$ cat src/rtl/lsu_pkg.sv
// Shared encodings and lane helpers for the MEM-stage load/store unit.
package lsu_pkg;

    localparam logic [1:0] SZ_BYTE = 2'b00;
    localparam logic [1:0] SZ_HALF = 2'b01;
    localparam logic [1:0] SZ_WORD = 2'b10;

    typedef enum logic [1:0] {
        ST_IDLE        = 2'd0,
        ST_REQ         = 2'd1,
        ST_WAIT_RVALID = 2'd2
    } lsu_state_e;

    typedef struct packed {
        logic        mem2reg;
        logic        wreg;
        logic [4:0]  rd;
        logic [31:0] data;
        logic [31:0] rd_dmem;
    } wb_bus_t;

    localparam wb_bus_t WB_BUBBLE = '0;

    function automatic logic is_misaligned(input logic [1:0] size, input logic [1:0] offset);
        case (size)
            SZ_BYTE: return 1'b0;
            SZ_HALF: return offset[0];
            SZ_WORD: return offset != 2'b00;
            default: return 1'b1;
        endcase
    endfunction

    function automatic logic [3:0] byte_enables(input logic [1:0] size, input logic [1:0] offset);
        case (size)
            SZ_BYTE: return 4'b0001 << offset;
            SZ_HALF: return 4'b0011 << offset;
            default: return 4'b1111;
        endcase
    endfunction

    function automatic logic [31:0] store_lanes(input logic [1:0] size, input logic [31:0] d);
        case (size)
            SZ_BYTE: return {4{d[7:0]}};
            SZ_HALF: return {2{d[15:0]}};
            default: return d;
        endcase
    endfunction

endpackage

$ cat src/rtl/lsu_load_align.sv
// Load data formatting: bring the addressed lane down to bit 0, then
// sign- or zero-extend to 32 bits.
module lsu_load_align
    import lsu_pkg::*;
(
    input  logic [31:0] rdata,
    input  logic [1:0]  offset,
    input  logic [1:0]  size,
    input  logic        is_unsigned,
    output logic [31:0] data
);

    logic        [31:0] shifted;
    logic signed [7:0]  byte_s;
    logic signed [15:0] half_s;
    logic signed [31:0] byte_sext;
    logic signed [31:0] half_sext;

    assign shifted   = rdata >> {offset, 3'b000};
    assign byte_s    = shifted[7:0];
    assign half_s    = shifted[15:0];
    assign byte_sext = 32'(byte_s);
    assign half_sext = 32'(half_s);

    always_comb begin
        case (size)
            SZ_BYTE: data = is_unsigned ? {24'b0, shifted[7:0]}  : byte_sext;
            SZ_HALF: data = is_unsigned ? {16'b0, shifted[15:0]} : half_sext;
            default: data = shifted;
        endcase
    end

endmodule

$ cat src/rtl/mem_stage_lsu.sv
// MEM-stage load/store unit: one outstanding req/gnt/rvalid access to data
// memory, with writeback formatting toward the MEM/WB register.
module mem_stage_lsu
    import lsu_pkg::*;
#(
    parameter int TIMEOUT_CYC = 255,
    parameter int ADDR_W      = 32
) (
    input  logic              i_clk,
    input  logic              i_resetn,
    input  logic              i_ex_valid,
    input  logic              i_ex_mem2reg,
    input  logic              i_ex_memwrite,
    input  logic              i_ex_wreg,
    input  logic [4:0]        i_ex_rd,
    input  logic [31:0]       i_ex_alu,
    input  logic [31:0]       i_ex_store_data,
    input  logic [1:0]        i_ex_size,
    input  logic              i_ex_unsigned,
    output logic              o_dmem_req,
    input  logic              i_dmem_gnt,
    output logic              o_dmem_we,
    output logic [3:0]        o_dmem_be,
    output logic [ADDR_W-1:0] o_dmem_addr,
    output logic [31:0]       o_dmem_wdata,
    input  logic              i_dmem_rvalid,
    input  logic [31:0]       i_dmem_rdata,
    input  logic              i_dmem_err,
    output logic              o_mem_mem2reg,
    output logic              o_mem_wreg,
    output logic [4:0]        o_mem_rd,
    output logic [31:0]       o_mem_data,
    output logic [31:0]       o_rd_dmem,
    output logic              o_stall,
    output logic              o_mem_err
);

    localparam logic [31:0] TO_LAST = (TIMEOUT_CYC == 0) ? 32'd0 : 32'(TIMEOUT_CYC - 1);

    lsu_state_e        state_q;
    logic              req_q;
    logic              we_q;
    logic [3:0]        be_q;
    logic [ADDR_W-1:0] addr_q;
    logic [31:0]       wdata_q;
    logic [1:0]        size_q;
    logic              uns_q;
    logic [4:0]        rd_q;
    logic              wreg_q;
    logic [31:0]       tcnt_q;

    logic              memop;
    logic              misaligned;
    logic              timeout_hit;
    logic [31:0]       load_data;
    wb_bus_t           wb;
    logic              stall;
    logic              err;

    assign memop       = i_ex_valid & (i_ex_mem2reg | i_ex_memwrite);
    assign misaligned  = is_misaligned(i_ex_size, i_ex_alu[1:0]);
    assign timeout_hit = (TIMEOUT_CYC != 0) && (tcnt_q == TO_LAST);

    lsu_load_align u_load_align (
        .rdata       (i_dmem_rdata),
        .offset      (addr_q[1:0]),
        .size        (size_q),
        .is_unsigned (uns_q),
        .data        (load_data)
    );

    // Outputs are forced to a bubble while reset is held so nothing leaks
    // downstream from the combinational pass-through path.
    always_comb begin
        wb    = WB_BUBBLE;
        stall = 1'b0;
        err   = 1'b0;
        if (i_resetn) begin
            case (state_q)
                ST_IDLE: begin
                    if (!memop) begin
                        wb.wreg = i_ex_valid & i_ex_wreg;
                        wb.rd   = i_ex_rd;
                        wb.data = i_ex_alu;
                    end else if (misaligned) begin
                        err = 1'b1;
                    end else begin
                        stall = 1'b1;
                    end
                end
                ST_REQ: stall = 1'b1;
                ST_WAIT_RVALID: begin
                    if (i_dmem_rvalid) begin
                        if (i_dmem_err) begin
                            err = 1'b1;
                        end else if (!we_q) begin
                            wb.mem2reg = 1'b1;
                            wb.wreg    = wreg_q;
                            wb.rd      = rd_q;
                            wb.data    = load_data;
                            wb.rd_dmem = load_data;
                        end
                    end else if (timeout_hit) begin
                        err = 1'b1;
                    end else begin
                        stall = 1'b1;
                    end
                end
                default: stall = 1'b0;
            endcase
        end
    end

    always_ff @(posedge i_clk or negedge i_resetn) begin
        if (!i_resetn) begin
            state_q <= ST_IDLE;
            req_q   <= 1'b0;
            we_q    <= 1'b0;
            be_q    <= '0;
            addr_q  <= '0;
            wdata_q <= '0;
            size_q  <= '0;
            uns_q   <= 1'b0;
            rd_q    <= '0;
            wreg_q  <= 1'b0;
            tcnt_q  <= '0;
        end else begin
            case (state_q)
                ST_IDLE: begin
                    if (memop && !misaligned) begin
                        we_q    <= i_ex_memwrite;
                        be_q    <= byte_enables(i_ex_size, i_ex_alu[1:0]);
                        addr_q  <= i_ex_alu[ADDR_W-1:0];
                        wdata_q <= store_lanes(i_ex_size, i_ex_store_data);
                        size_q  <= i_ex_size;
                        uns_q   <= i_ex_unsigned;
                        rd_q    <= i_ex_rd;
                        wreg_q  <= i_ex_wreg;
                        req_q   <= 1'b1;
                        state_q <= ST_REQ;
                    end
                end
                ST_REQ: begin
                    if (i_dmem_gnt) begin
                        req_q   <= 1'b0;
                        tcnt_q  <= '0;
                        state_q <= ST_WAIT_RVALID;
                    end
                end
                ST_WAIT_RVALID: begin
                    if (i_dmem_rvalid || timeout_hit) begin
                        state_q <= ST_IDLE;
                    end else begin
                        tcnt_q <= tcnt_q + 32'd1;
                    end
                end
                default: state_q <= ST_IDLE;
            endcase
        end
    end

    assign o_dmem_req    = req_q;
    assign o_dmem_we     = we_q;
    assign o_dmem_be     = be_q;
    assign o_dmem_addr   = {addr_q[ADDR_W-1:2], 2'b00};
    assign o_dmem_wdata  = wdata_q;
    assign o_mem_mem2reg = wb.mem2reg;
    assign o_mem_wreg    = wb.wreg;
    assign o_mem_rd      = wb.rd;
    assign o_mem_data    = wb.data;
    assign o_rd_dmem     = wb.rd_dmem;
    assign o_stall       = stall;
    assign o_mem_err     = err;

endmodule

$ cat config.mk
export PLATFORM = sky130hd
export DESIGN_NAME = mem_stage_lsu
export DESIGN_NICKNAME = d
export VERILOG_FILES = /design/src/rtl/lsu_pkg.sv /design/src/rtl/lsu_load_align.sv /design/src/rtl/mem_stage_lsu.sv
export SDC_FILE = /design/constraint.sdc
export NUM_CORES = 1
export LEC_CHECK = 0
export BUFFER_PORTS_ARGS = -buffer_cell sky130_fd_sc_hd__buf_4
export CORE_MARGIN = 1
export CORE_UTILIZATION = 40
export DETAILED_ROUTE_END_ITERATION = 10
export PLACE_DENSITY = 0.7
export SYNTH_ARGS = -nofsm -noshare
export SYNTH_HDL_FRONTEND = slang
export SYNTH_SLANG_ARGS = --single-unit
$ cat constraint.sdc
create_clock -name i_clk -period 2.1 [get_ports i_clk]
set_input_delay 0.21 -clock i_clk [delete_from_list [all_inputs] [get_ports i_clk]]
set_output_delay 0.21 -clock i_clk [all_outputs]
set_load 0.01 [all_outputs]
* Word level (Yosys, flattened, before mapping)
Cells that the tools add are included.
** Word-level totals
- Register bits :: 113
- Output and inout bits :: 143
- Logic and storage cells :: 78
- Input bits :: 113
** Cells by class
- Shifts and indexed selects :: 3
- Multiplexer cells :: 37
- Equality and inequality tests :: 10
- Bitwise gates (word level) :: 3
- $add $sub $neg :: 1
- Reductions and logical operators :: 13
** Operators by type and width (number)
- $mux 71 :: 4
- $pmux 32 s2 :: 3
- $mux 32 :: 5
- $pmux 38 s2 :: 1
- $mux 38 :: 1
- $add 32x1->32 const B :: 1
- $eq 32x8->1 const B :: 1
- $shr 32x5->32 :: 1
- $mux 1 :: 14
- $reduce_and 3->1 :: 3
- $ne 2x2->1 const B :: 4
- $pmux 4 s2 :: 1
- $eq 2x1->1 const B :: 3
- $logic_not 2->1 :: 3
- $mux 2 :: 3
- $pmux 1 s3 :: 2
- $pmux 2 s3 :: 1
- $reduce_bool 2->1 :: 3
- $eq 2x2->1 const B :: 2
- $pmux 1 s2 :: 2
- $shl 1x2->4 const A :: 1
- $shl 2x2->4 const A :: 1
- $and 1x1->1 :: 2
- $reduce_and 2->1 :: 1
- 4 further kinds :: 4

* Logic depth before layout (Yosys ltp)
Gate-level depths: netlist (run 1).
- Depth after elaboration :: 8
- Mapped depth :: 9
- Mapped depth without buffers :: 7

* By module
A second synthesis (run 1) with hierarchy kept.
** Second synthesis, totals
- Cell total of the unflattened synthesis :: 792
- Area, all modules :: 7292.0 um^2
** Modules (own cells, without submodules)
- mem_stage_lsu :: sequential area each 2827.7 um^2, cells each 689, area each 6523.8 um^2, times used 1
- lsu_load_align :: sequential area each 0.0 um^2, cells each 103, area each 768.2 um^2, times used 1

* Least setup slack after synthesis (run 1)
Ideal clock, no wire load.
- Path type :: register -> output
- Start :: register size_q[0]
- End :: output o_mem_data[10]
- Data arrival time :: 1.764 ns
- Path buffers :: 2
- Required time :: 1.890 ns
- Path slack :: 0.126 ns
- Cell stages (with the launch flop) :: 8
- Path through :: dfrtp_1 -> clkbuf_1 -> or2_2 -> clkbuf_1 -> nor3b_2 -> a21oi_1 -> nor2_1 -> a31o_2
** On the way
- Cells in the longest elaborated chain, start to end :: 7
- Elaborated cells between the ends (all ways) :: 8
** Ends and longest elaborated chain
- from (decl) :: RTL line mem_stage_lsu.sv:46 : logic [1:0] size_q;
- from (signal assigned) :: RTL line mem_stage_lsu.sv:135 : size_q <= i_ex_size;
- $eq 2x1->1 / $logic_not 2->1 (equally long branches) :: RTL line lsu_load_align.sv:26 : case (size)
- $pmux 32 s2 * :: RTL line lsu_load_align.sv:26
- $mux 71 * :: RTL line mem_stage_lsu.sv:96 : end else if (!we_q) begin
- $mux 71 * :: RTL line mem_stage_lsu.sv:94 : if (i_dmem_err) begin
- $mux 71 * :: RTL line mem_stage_lsu.sv:93 : if (i_dmem_rvalid) begin
- $pmux 38 s2 * :: RTL line mem_stage_lsu.sv:79 : case (state_q)
- $mux 71 * :: RTL line mem_stage_lsu.sv:78 : if (i_resetn) begin
- to (decl) :: RTL line mem_stage_lsu.sv:32 : output logic [31:0] o_mem_data,
Every way passes the cells marked *; elsewhere a longest branch is shown, timed or not.

* Final worst setup path (run 1)
- Start :: register addr_q[1]
- End :: output o_mem_data[15]
** On the way
- Cells in the longest elaborated chain, start to end :: 8
- Elaborated cells between the ends (all ways) :: 9
** Ends and longest elaborated chain
- from (decl) :: RTL line mem_stage_lsu.sv:44 : logic [ADDR_W-1:0] addr_q;
- from (signal assigned) :: RTL line mem_stage_lsu.sv:133 : addr_q <= i_ex_alu[ADDR_W-1:0];
- $shr 32x5->32 * :: RTL line lsu_load_align.sv:19 : assign shifted = rdata >> {offset, 3'b000};
- $mux 32, on equally long branches :: RTL line lsu_load_align.sv:28, lsu_load_align.sv:27
- $pmux 32 s2 * :: RTL line lsu_load_align.sv:26
- $mux 71 * :: RTL line mem_stage_lsu.sv:96
- $mux 71 * :: RTL line mem_stage_lsu.sv:94
- $mux 71 * :: RTL line mem_stage_lsu.sv:93
- $pmux 38 s2 * :: RTL line mem_stage_lsu.sv:79
- $mux 71 * :: RTL line mem_stage_lsu.sv:78
Marked as above.

==> qor.yml, run 1 <==
outcome:
  outcome: "finished, violations left"
  violations: "setup timing"
logic_synthesis:
  ys.flop_type: "dfrtp_1"
  syn_area_um2: 6770
  ys_seq_area_frac: 0.417
  synth-compound-area-share: 0.148
  async_flop_share: 1.00
  synth-xor-area-share: 0.0220
  synth_seq_cells: 113
  syn_inst: 704
  yosys_warnings: 0
  synth.avg_cell_area_um2: 9.62
  synthAdderAreaFrac: 0.00369
  synth_top_family_by_area: "multiplexers"
  muxShareOfSynthArea: 0.166
  synth_edf_count: 0
  netlist-cell-type-count: 52
  yosys.area_share.simple: 0.166
layout:
  area_growth_pct: 56.6
  final_cell_area_um2: 10600
  nets: 1090
  diodes: 0
  drive_gt1_frac: 0.537
  final_cells: 1207
global_route:
  grt_pass1_vias: 6576
  use_met1: 0.320
  grt_first_pass_wirelength_mm: 36.7
  track_usage: 0.273
  antenna_found_initial: 0
  grt_start_max_net_pins: 95
  grt_util_met3: 0.0704
  grt_remaining_overflow: 0
  busiest_layer: "met2"
  gr-usage-met2: 0.464
clock_tree:
  clockBufferDepth: 2
  root_buffer: "clkbuf_16"
  insertion_delay_ns: 0.42
  cts_buffers: 17
  cts.sinks: 113
  h-tree-depth: 4
  cts_tree: "built"
  clkTransAtPathRegs_ns: 0.06
min_path:
  hold_class: "primary input to register"
  hold_depth: 2
  min_from: "i_ex_unsigned"
  min_to: "uns_q"
flow_run:
  maxCapViolCount: 0
timing:
  drv_slew: 0
  skew_ns: 0.00705
  rsz0062_at_grt: "yes"
  fin_crit_ns: 2.43
  final-setup-viol-count: 72
  maxSlewHeadroom: 0.649
  tightestPinTransition_ns: 0.527
  fin_setup_tns_ns: -13.62
  fin_hold_ws_ns: 0.0312
  fin_crit_sh: 1.16
  fmax_mhz: 412
  hold_violations: 0
  setup_ws_ns: -0.328
critical_path:
  r2r_start: "state_q[0]"
  crit_fanout: 8
  path_cells: "mux4_2 > nor3b_4 > buf_12 > a21oi_4 > nor2_4 > a31o_2 > buf_4"
  crit_buf_inv: 2
  reg2reg_slack_ns: 0.04
  crit_slowest_cell: "mux4_2"
  reg2reg_depth: 7
  path_delay_family: "multiplexers"
  slowest_delay_ns: 0.56
  cp.required_ns: 1.89
  cp-start-kind: "register"
  cp_data_arrival_time_ns: 2.22
  r2r-end: "tcnt_q[7]"
  worst_setup_path_end_kind: "primary output"
  path_class: "register to primary output"
place:
  place_congestion: 0.860
  dp_cells: 1136
  dpl-instance-area_um2: 8830
  port_buffers: 253
  dpl.hpwl_mm: 16.1
drt:
  wl_mm: 23.8
  wl_per_cell_um: 19.7
  firstDrtPassIters: 5
  ant_nets: 0
  drtIter0Drc: 368
  vias_per_cell: 5.46
  drc: 0
  vias: 6587
die:
  die_y_um: 132
  start_util: 0.408
  num_rows: 47
  top_level_ports: 256
  die_x_um: 132
  core_area_um2: 16600
  dieArea_um2: 17500
power:
  irDropWorstVdd_mv: 0.603
  power-per-cell-area_nw_per_um2: 952
  leakage_nw: 4.92
area by class of cell:
class,instances,area (µm²)
clock buffers,19,433
clock inverters,12,138
fillers,1316,5980
inverters,7,31.3
multi-input cells,501,3990
flip-flops and latches,113,2830
well taps,220,275
repair buffers,335,2910
metrics by stage:
step / worst slack [ns] / utilization / power (W)
after floorplan: 0.126 / - / 0.00505
after global placement: -0.0784 / 0.533 / 0.00630
after detailed placement: -0.171 / 0.533 / 0.00636
after CTS: -0.330 / 0.622 / 0.00994
after global routing: -0.419 / 0.640 / 0.0106
final: -0.328 / 0.640 / 0.0101
registers in the layout (all words and copies together), names as in the netlist:
name,flops
addr_q,32
state_q,2
o_dmem_req,1
uns_q,1
o_dmem_be,4
tcnt_q,32
wreg_q,1
o_dmem_we,1
rd_q,5
o_dmem_wdata,32
size_q,2
report_power, final:
group	internal, W	leakage, nW	total, W	switching, W
Combinational	0.00216	3.24	0.00418	0.00202
Clock	0.00174	0.262	0.00282	0.00108
Sequential	0.00274	1.42	0.00310	0.000352
placed cells by master (no fill, tap or decap), types with 5 or more instances in the layout:
master,count
a21oi_1,22
a21oi_2,10
a21oi_4,12
a221o_1,13
a22oi_1,5
a22oi_2,8
a31o_2,8
buf_12,8
buf_4,268
buf_6,47
buf_8,7
clkbuf_16,17
clkinvlp_4,5
dfrtp_1,109
inv_1,6
mux2_2,53
mux2_4,6
mux2i_1,44
nand2_1,62
nand2_2,7
nand3_1,21
nand4_1,10
nor2_1,58
nor2_2,5
nor2_4,5
nor2b_1,5
nor2b_4,6
o21ai_0,35
o21ai_2,5
o2bb2ai_2,6
o31ai_1,6
or3_1,6
xor2_1,16
worst max-delay path by stage:
| stage | start | to | slack [ns] | cells past startpoint |
|---|---|---|---|---|
| 4_1_cts | addr_q[1] | o_mem_data[11] | -0.33 | 7 |
| 3_5_place_dp | state_q[0] | o_mem_data[22] | -0.17 | 6 |
| 6_report | addr_q[1] | o_mem_data[15] | -0.33 | 7 |
| 3_3_place_gp | state_q[0] | o_mem_data[22] | -0.08 | 6 |
| 2_1_floorplan | size_q[0] | o_mem_data[10] | 0.13 | 7 |
| 5_1_grt | addr_q[1] | o_mem_data[22] | -0.42 | 8 |
layer usage:
| layer | wire length (µm) | share of wire | vias up |
|---|---|---|---|
| met5 | 0 | 0 | - |
| met4 | 780 | 0.033 | 0 |
| met3 | 1460 | 0.061 | 62 |
| met2 | 12100 | 0.51 | 271 |
| met1 | 9480 | 0.40 | 3206 |
| li1 | - | - | 3048 |
cell usage after synthesis (all sizes together) (3+ instances only):
master     n  area [µm²]
dfrtp    113        2830
nand2     70         263
nor2      68         255
mux2      59         664
buf       58         393
a21oi     44         220
mux2i     44         440
o21ai     44         220
clkbuf    26        97.6
nand3     21         105
xor2      16         140
a221o     13         130
a22oi     13        97.6
nand4     12         105
nor2b     11        68.8
a31o       8        70.1
nor4       8        95.1
inv        7        26.3
o2bb2ai    7        61.3
or3        7        43.8
nor3       6        40.0
o31ai      6        45.0
and3       5        31.3
a32oi      4        35.0
o211ai     4        30.0
o22ai      4        25.0
or4        3        22.5
cells by family (layout without fill, tap and decap cells):
kind of cell               after synthesis  in the layout
and+or+nand+nor                        222            222
xor gates and xnor gates                17             17
AOI/OAI and AO/OA                      154            154
buffers and inverters                   91            373
other                                    1              2
adders and majority gates                2              2
DFF                                    113            113
muxes                                  104            104
what timing repair did:
item,4_1_cts,5_1_grt
endpoints found under the hold margin,113,1
pin swaps,30,31
resized for setup,147,65
setup buffers,25,13
gates cloned,8,0
hold buffers,1,1
setup endpoints to repair,73,87
Power figures use the tool's default switching activity.
==> inputs of run 2 (changes only) <==
--- a/config.mk
+++ b/config.mk
@@ -10,6 +10,7 @@
 export CORE_UTILIZATION = 40
 export DETAILED_ROUTE_END_ITERATION = 10
 export PLACE_DENSITY = 0.7
+export RECOVER_POWER = 50
 export SYNTH_ARGS = -nofsm -noshare
 export SYNTH_HDL_FRONTEND = slang
 export SYNTH_SLANG_ARGS = --single-unit
==> qor.yml, run 2 (synthesized netlist as in run 1, its figures left out) <==
outcome:
  outcome: "finished, violations left"
  violations: "setup timing"
layout:
  fin_util: 0.632
  final_cell_mix: "234 x buf_4, 109 x dfrtp_1, 62 x nand2_1"
  diodes: 0
  nets: 1090
  final_common_cell: "buf_4"
  drive_gt1_frac: 0.503
  area_growth_pct: 54.7
power:
  irDropWorstVdd_mv: 0.601
  sw_frac_of_total: 0.348
  p_clk_frac: 0.285
  power-per-cell-area_nw_per_um2: 946
  p_comb_frac: 0.403
  p_sw_w: 0.00345
  total_power_w: 0.00991
  seqPwrFrac: 0.312
  leakage_nw: 4.78
  intPower_w: 0.00646
global_route:
  busiest_layer: "met2"
  use_met1: 0.320
  grt_remaining_overflow: 0
  track_usage: 0.273
  grt_start_max_net_pins: 95
  gr-usage-met2: 0.464
  grt_util_met3: 0.0704
  grt_pass1_vias: 6576
  antenna_found_initial: 0
  grt_first_pass_wirelength_mm: 36.7
drt:
  firstDrtPassIters: 5
  drtIter0Drc: 380
  wl_per_cell_um: 19.8
  vias_per_cell: 5.45
  drc: 0
  vias: 6581
  ant_nets: 0
  wl_mm: 23.9
timing:
  skew_ns: 0.00679
  rsz0062_at_grt: "yes"
  fin_crit_sh: 1.15
  hold_violations: 0
  tightestPinTransition_ns: 0.525
  fmax_mhz: 412
  fin_hold_ws_ns: 0.0330
  maxSlewHeadroom: 0.650
  fin_crit_ns: 2.43
  setup_ws_ns: -0.325
  final-setup-viol-count: 73
  drv_slew: 0
min_path:
  hold_class: "primary input to register"
  min_to: "uns_q"
  hold_depth: 2
  min_from: "i_ex_unsigned"
critical_path:
  cp.required_ns: 1.89
  path_cells: "mux4_2 > nor3b_4 > buf_12 > a21oi_4 > nor2_4 > a31o_2 > buf_4"
  reg2reg_depth: 7
  slowest_delay_ns: 0.56
  crit_slowest_cell: "mux4_2"
  reg2reg_slack_ns: 0.04
  r2r-end: "tcnt_q[7]"
  r2r_start: "state_q[0]"
  cp-start-kind: "register"
  path_class: "register to primary output"
  worst_setup_path_end_kind: "primary output"
  cp_data_arrival_time_ns: 2.22
  crit_fanout: 8
clock_tree:
  insertion_delay_ns: 0.42
  cts_buffers: 17
  clkTransAtPathRegs_ns: 0.06
  cts_tree: "built"
  clockBufferDepth: 2
  root_buffer: "clkbuf_16"
  cts.sinks: 113
  h-tree-depth: 4
die:
  core_area_um2: 16600
  num_rows: 47
  top_level_ports: 256
  dieArea_um2: 17500
  start_util: 0.408
  die_x_um: 132
  die_y_um: 132
place:
  dpl.hpwl_mm: 16.1
  port_buffers: 253
  place_congestion: 0.860
flow_run:
  maxCapViolCount: 0
## run 2: layer usage
layer  part of all wire  up-vias
met5                  0        -
met4              0.035        0
met3              0.066       64
met2               0.50      284
met1               0.40     3185
li1                   -     3048
## run 2: metrics by stage
stage / setup TNS [ns] / setup WS, ns / instance area [µm²] / instances
floorplan: 0 / 0.126 / 6780 / 705
global placement: -0.420 / -0.0784 / 8830 / 1136
detailed placement: -1.38 / -0.171 / 8830 / 1136
CTS: -15.78 / -0.330 / 10300 / 1200
global route: -20.70 / -0.419 / 10500 / 1207
finish: -13.54 / -0.325 / 10500 / 1207
## run 2: how the worst max path moves through the flow
stage | startpoint | end | cells after the start
after detailed placement | state_q[0] | o_mem_data[22] | 6
final | addr_q[1] | o_mem_data[15] | 7
after global placement | state_q[0] | o_mem_data[22] | 6
after floorplan | size_q[0] | o_mem_data[10] | 7
after global routing | addr_q[1] | o_mem_data[22] | 8
after CTS | addr_q[1] | o_mem_data[11] | 7
## run 2: critical path: cells and delay by family (launching register included)
| kind | cells | cell delay, ns |
|---|---|---|
| DFF | 1 | 0.37 |
| and+or+nand+nor | 2 | 0.25 |
| buffers and inverters | 2 | 0.29 |
| AOI/OAI and AO/OA | 2 | 0.34 |
| muxes | 1 | 0.56 |
## run 2: what timing repair did
item	in CTS	in global routing
hold buffers	1	1
gates cloned	8	0
endpoints found under the hold margin	113	1
resized for setup	147	65
endpoints found under the setup margin	73	87
setup buffers	25	13
pin swaps	30	31
## run 2: area by class of cell
cell class | count | area (µm²)
clock buffers | 19 | 433
clock inverters | 12 | 138
fillers | 1365 | 6110
inverters | 7 | 31.3
multi-input cells | 501 | 3990
flip-flops and latches | 113 | 2830
well taps | 220 | 275
repair buffers | 335 | 2780
## run 2: power by group through the flow
| stage | clock network (W) | registers, W | logic (W) |
|---|---|---|---|
| finish | 0.00282 | 0.00309 | 0.00399 |
| global route | 0.00299 | 0.00316 | 0.00423 |
| CTS | 0.00286 | 0.00308 | 0.00400 |
| floorplan | 0 | 0.00315 | 0.00190 |
| global placement | 0 | 0.00307 | 0.00323 |
| detailed placement | 0 | 0.00310 | 0.00326 |
==> inputs of run 3 (changes only) <==
--- a/config.mk
+++ b/config.mk
@@ -9,8 +9,9 @@
 export CORE_MARGIN = 1
 export CORE_UTILIZATION = 40
 export DETAILED_ROUTE_END_ITERATION = 10
-export PLACE_DENSITY = 0.7
+export PLACE_DENSITY = 0.69
 export RECOVER_POWER = 50
 export SYNTH_ARGS = -nofsm -noshare
 export SYNTH_HDL_FRONTEND = slang
+export SYNTH_HIERARCHICAL = 1
 export SYNTH_SLANG_ARGS = --single-unit
==> qor.yml, run 3 <==
logic_synthesis:
  ys_seq_area_frac: 0.388
  synth_seq_cells: 113
  ys.flop_type: "dfrtp_1"
  synth.avg_cell_area_um2: 9.21
  ys_top_cells_by_area: "dfrtp_1 39%, mux2_2 7.9%, mux2i_1 6.5%"
  async_flop_share: 1.00
  synth_top_area_share: 0.388
  netlist-cell-type-count: 63
  synth_area_leader_cell: "dfrtp_1"
  synth_edf_count: 0
  yosys_warnings: 6
  syn_inst: 792
  syn_area_um2: 7290
  synth_most_common_cell: "dfrtp_1"
  ys_top_cells_by_count: "113 x dfrtp_1, 70 x nor2_1, 56 x nand2_1"
drt:
  drtIter0Drc: 707
  vias: 7872
  drc: 0
  wl_per_cell_um: 22.2
  ant_nets: 0
  firstDrtPassIters: 5
  vias_per_cell: 5.95
  wl_mm: 29.4
die:
  core_area_um2: 17900
  die_y_um: 137
  top_level_ports: 256
  start_util: 0.407
  die_x_um: 137
  dieArea_um2: 18800
  num_rows: 49
clock_tree:
  clockBufferDepth: 2
  root_buffer: "clkbuf_16"
  cts.sinks: 113
  insertion_delay_ns: 0.43
  cts_buffers: 17
  h-tree-depth: 4
  cts_tree: "built"
  clkTransAtPathRegs_ns: 0.06
place:
  dp_slack_ns: -0.0342
  dpl.hpwl_mm: 17.0
  port_buffers: 253
  dpl-instance-area_um2: 9570
  dp_cells: 1248
  place_congestion: 0.863
layout:
  final_cell_area_um2: 11300
  final_cell_mix: "229 x buf_4, 108 x dfrtp_1, 69 x nor2_1"
  drive_gt1_frac: 0.459
  final_common_cell: "buf_4"
  area_growth_pct: 54.7
  fillers: 1477
  final_cells: 1323
  fin_util: 0.630
  nets: 1195
timing:
  fin_crit_sh: 1.22
  drv_slew: 0
  rsz0062_at_grt: "yes"
  maxSlewHeadroom: 0.439
  fmax_mhz: 390
  hold_violations: 0
  fin_crit_ns: 2.56
  final-setup-viol-count: 105
  skew_ns: 0.00862
  setup_ws_ns: -0.461
  tightestPinTransition_ns: 0.842
critical_path:
  path_class: "register to primary output"
  worst_setup_path_end_kind: "primary output"
  cp-start-kind: "register"
  crit_slowest_cell: "dfrtp_2"
  cp.required_ns: 1.89
  slowest_delay_ns: 0.46
  r2r_start: "tcnt_q[16]"
  crit_fanout: 8
  crit_buf_inv: 2
  path_delay_family: "compound AO/OA/AOI/OAI gates"
  cp_data_arrival_time_ns: 2.35
  startpoint: "addr_q[1]"
  path_cells: "mux2_4 > o221ai_4 > clkbuf_16 > o2bb2ai_4 > a22oi_1 > nor2_1 > buf_4"
power:
  irDropWorstVdd_mv: 0.789
  leakage_nw: 5.06
  power-per-cell-area_nw_per_um2: 1220
  total_power_w: 0.0138
outcome:
  outcome: "finished, violations left"
  violations: "setup timing"
min_path:
  min_from: "i_ex_alu[8]"
  hold_class: "primary input to register"
global_route:
  track_usage: 0.266
  grt_remaining_overflow: 0
  grt_start_max_net_pins: 74
  grt_first_pass_wirelength_mm: 37.9
  antenna_found_initial: 0
  grt_pass1_vias: 6970
flow_run:
  maxCapViolCount: 0
==> run 3: changes by cell type after synthesis, moves of 8 or more <==
cell / previous run / this run
and3_1: 5 / 43
nor3_1: 4 / 18
clkbuf_1: 26 / 40
xor2_1: 16 / 0
or2_2: 2 / 10
a22oi_1: 13 / 37
nand2_1: 70 / 56
a21oi_1: 44 / 36
mux2_2: 59 / 51
a221o_1: 13 / 0
==> run 3: logic make-up (layout without fill, tap and decap cells) <==
logic type,count (synthesis),in the layout,share of synthesized area
AND/OR/NAND/NOR,281,281,0.199
AO/OA/AOI/OAI,188,188,0.180
flip-flops,113,113,0.388
buffers and inverters,104,404,0.0776
multiplexers,101,101,0.149
adder cells (fa/ha/maj),2,2,0.00343
XOR/XNOR,2,2,0.00240
other,1,3,0.000514
==> run 3: where the power goes <==
part           switching, W  internal [W]  total [W]
clock network       0.00121       0.00166    0.00287
registers          0.000587       0.00304    0.00362
logic               0.00407       0.00320    0.00727
==> run 3: through the flow <==
step	setup TNS (ns)	hold slack [ns]
2_1_floorplan	0	-0.0856
3_3_place_gp	-0.0844	0.0745
3_5_place_dp	-0.112	0.0743
4_1_cts	-11.90	0.00724
5_1_grt	-30.39	0.0155
6_report	-23.82	0.0233
==> run 3: cell type report <==
cell class	count	area (µm²)	area share
antenna	1	2.50	0.000222
multi-input combinational	576	4550	0.404
timing repair buffer	360	2980	0.265
clock buffer	17	425	0.0377
tap	229	287	0.0254
inverter	12	47.5	0.00421
sequential	113	2830	0.251
clock inverter	15	148	0.0131
==> run 3: layer usage <==
layer / up-vias / track usage / routed length, µm
li1: 3450 / - / -
met1: 3830 / 0.354 / 11700
met2: 471 / 0.414 / 13700
met3: 121 / 0.0722 / 2870
met4: 0 / 0.0891 / 1160
met5: - / 0 / 0
==> run 3: worst paths after layout <==
check	to	slack [ns]	cells past startpoint
max reg2reg	tcnt_q[1]	-0.25	7
max in group asynchronous	tcnt_q[1]	0.72	3
min in group asynchronous	addr_q[4]	0.21	2
max	o_mem_data[31]	-0.46	7
min	addr_q[8]	0.02	2
min reg2reg	o_dmem_wdata[13]	0.48	2
==> run 3: what timing repair did <==
| action | 4_1_cts | 5_1_grt |
|---|---|---|
| hold buffers | 2 | 0 |
| gates resized for setup | 31 | 128 |
| hold endpoints to repair | 56 | 0 |
| setup endpoints to repair | 97 | 98 |
| pin swaps | 13 | 62 |
| buffers inserted | 7 | 19 |
| gates cloned | 5 | 14 |
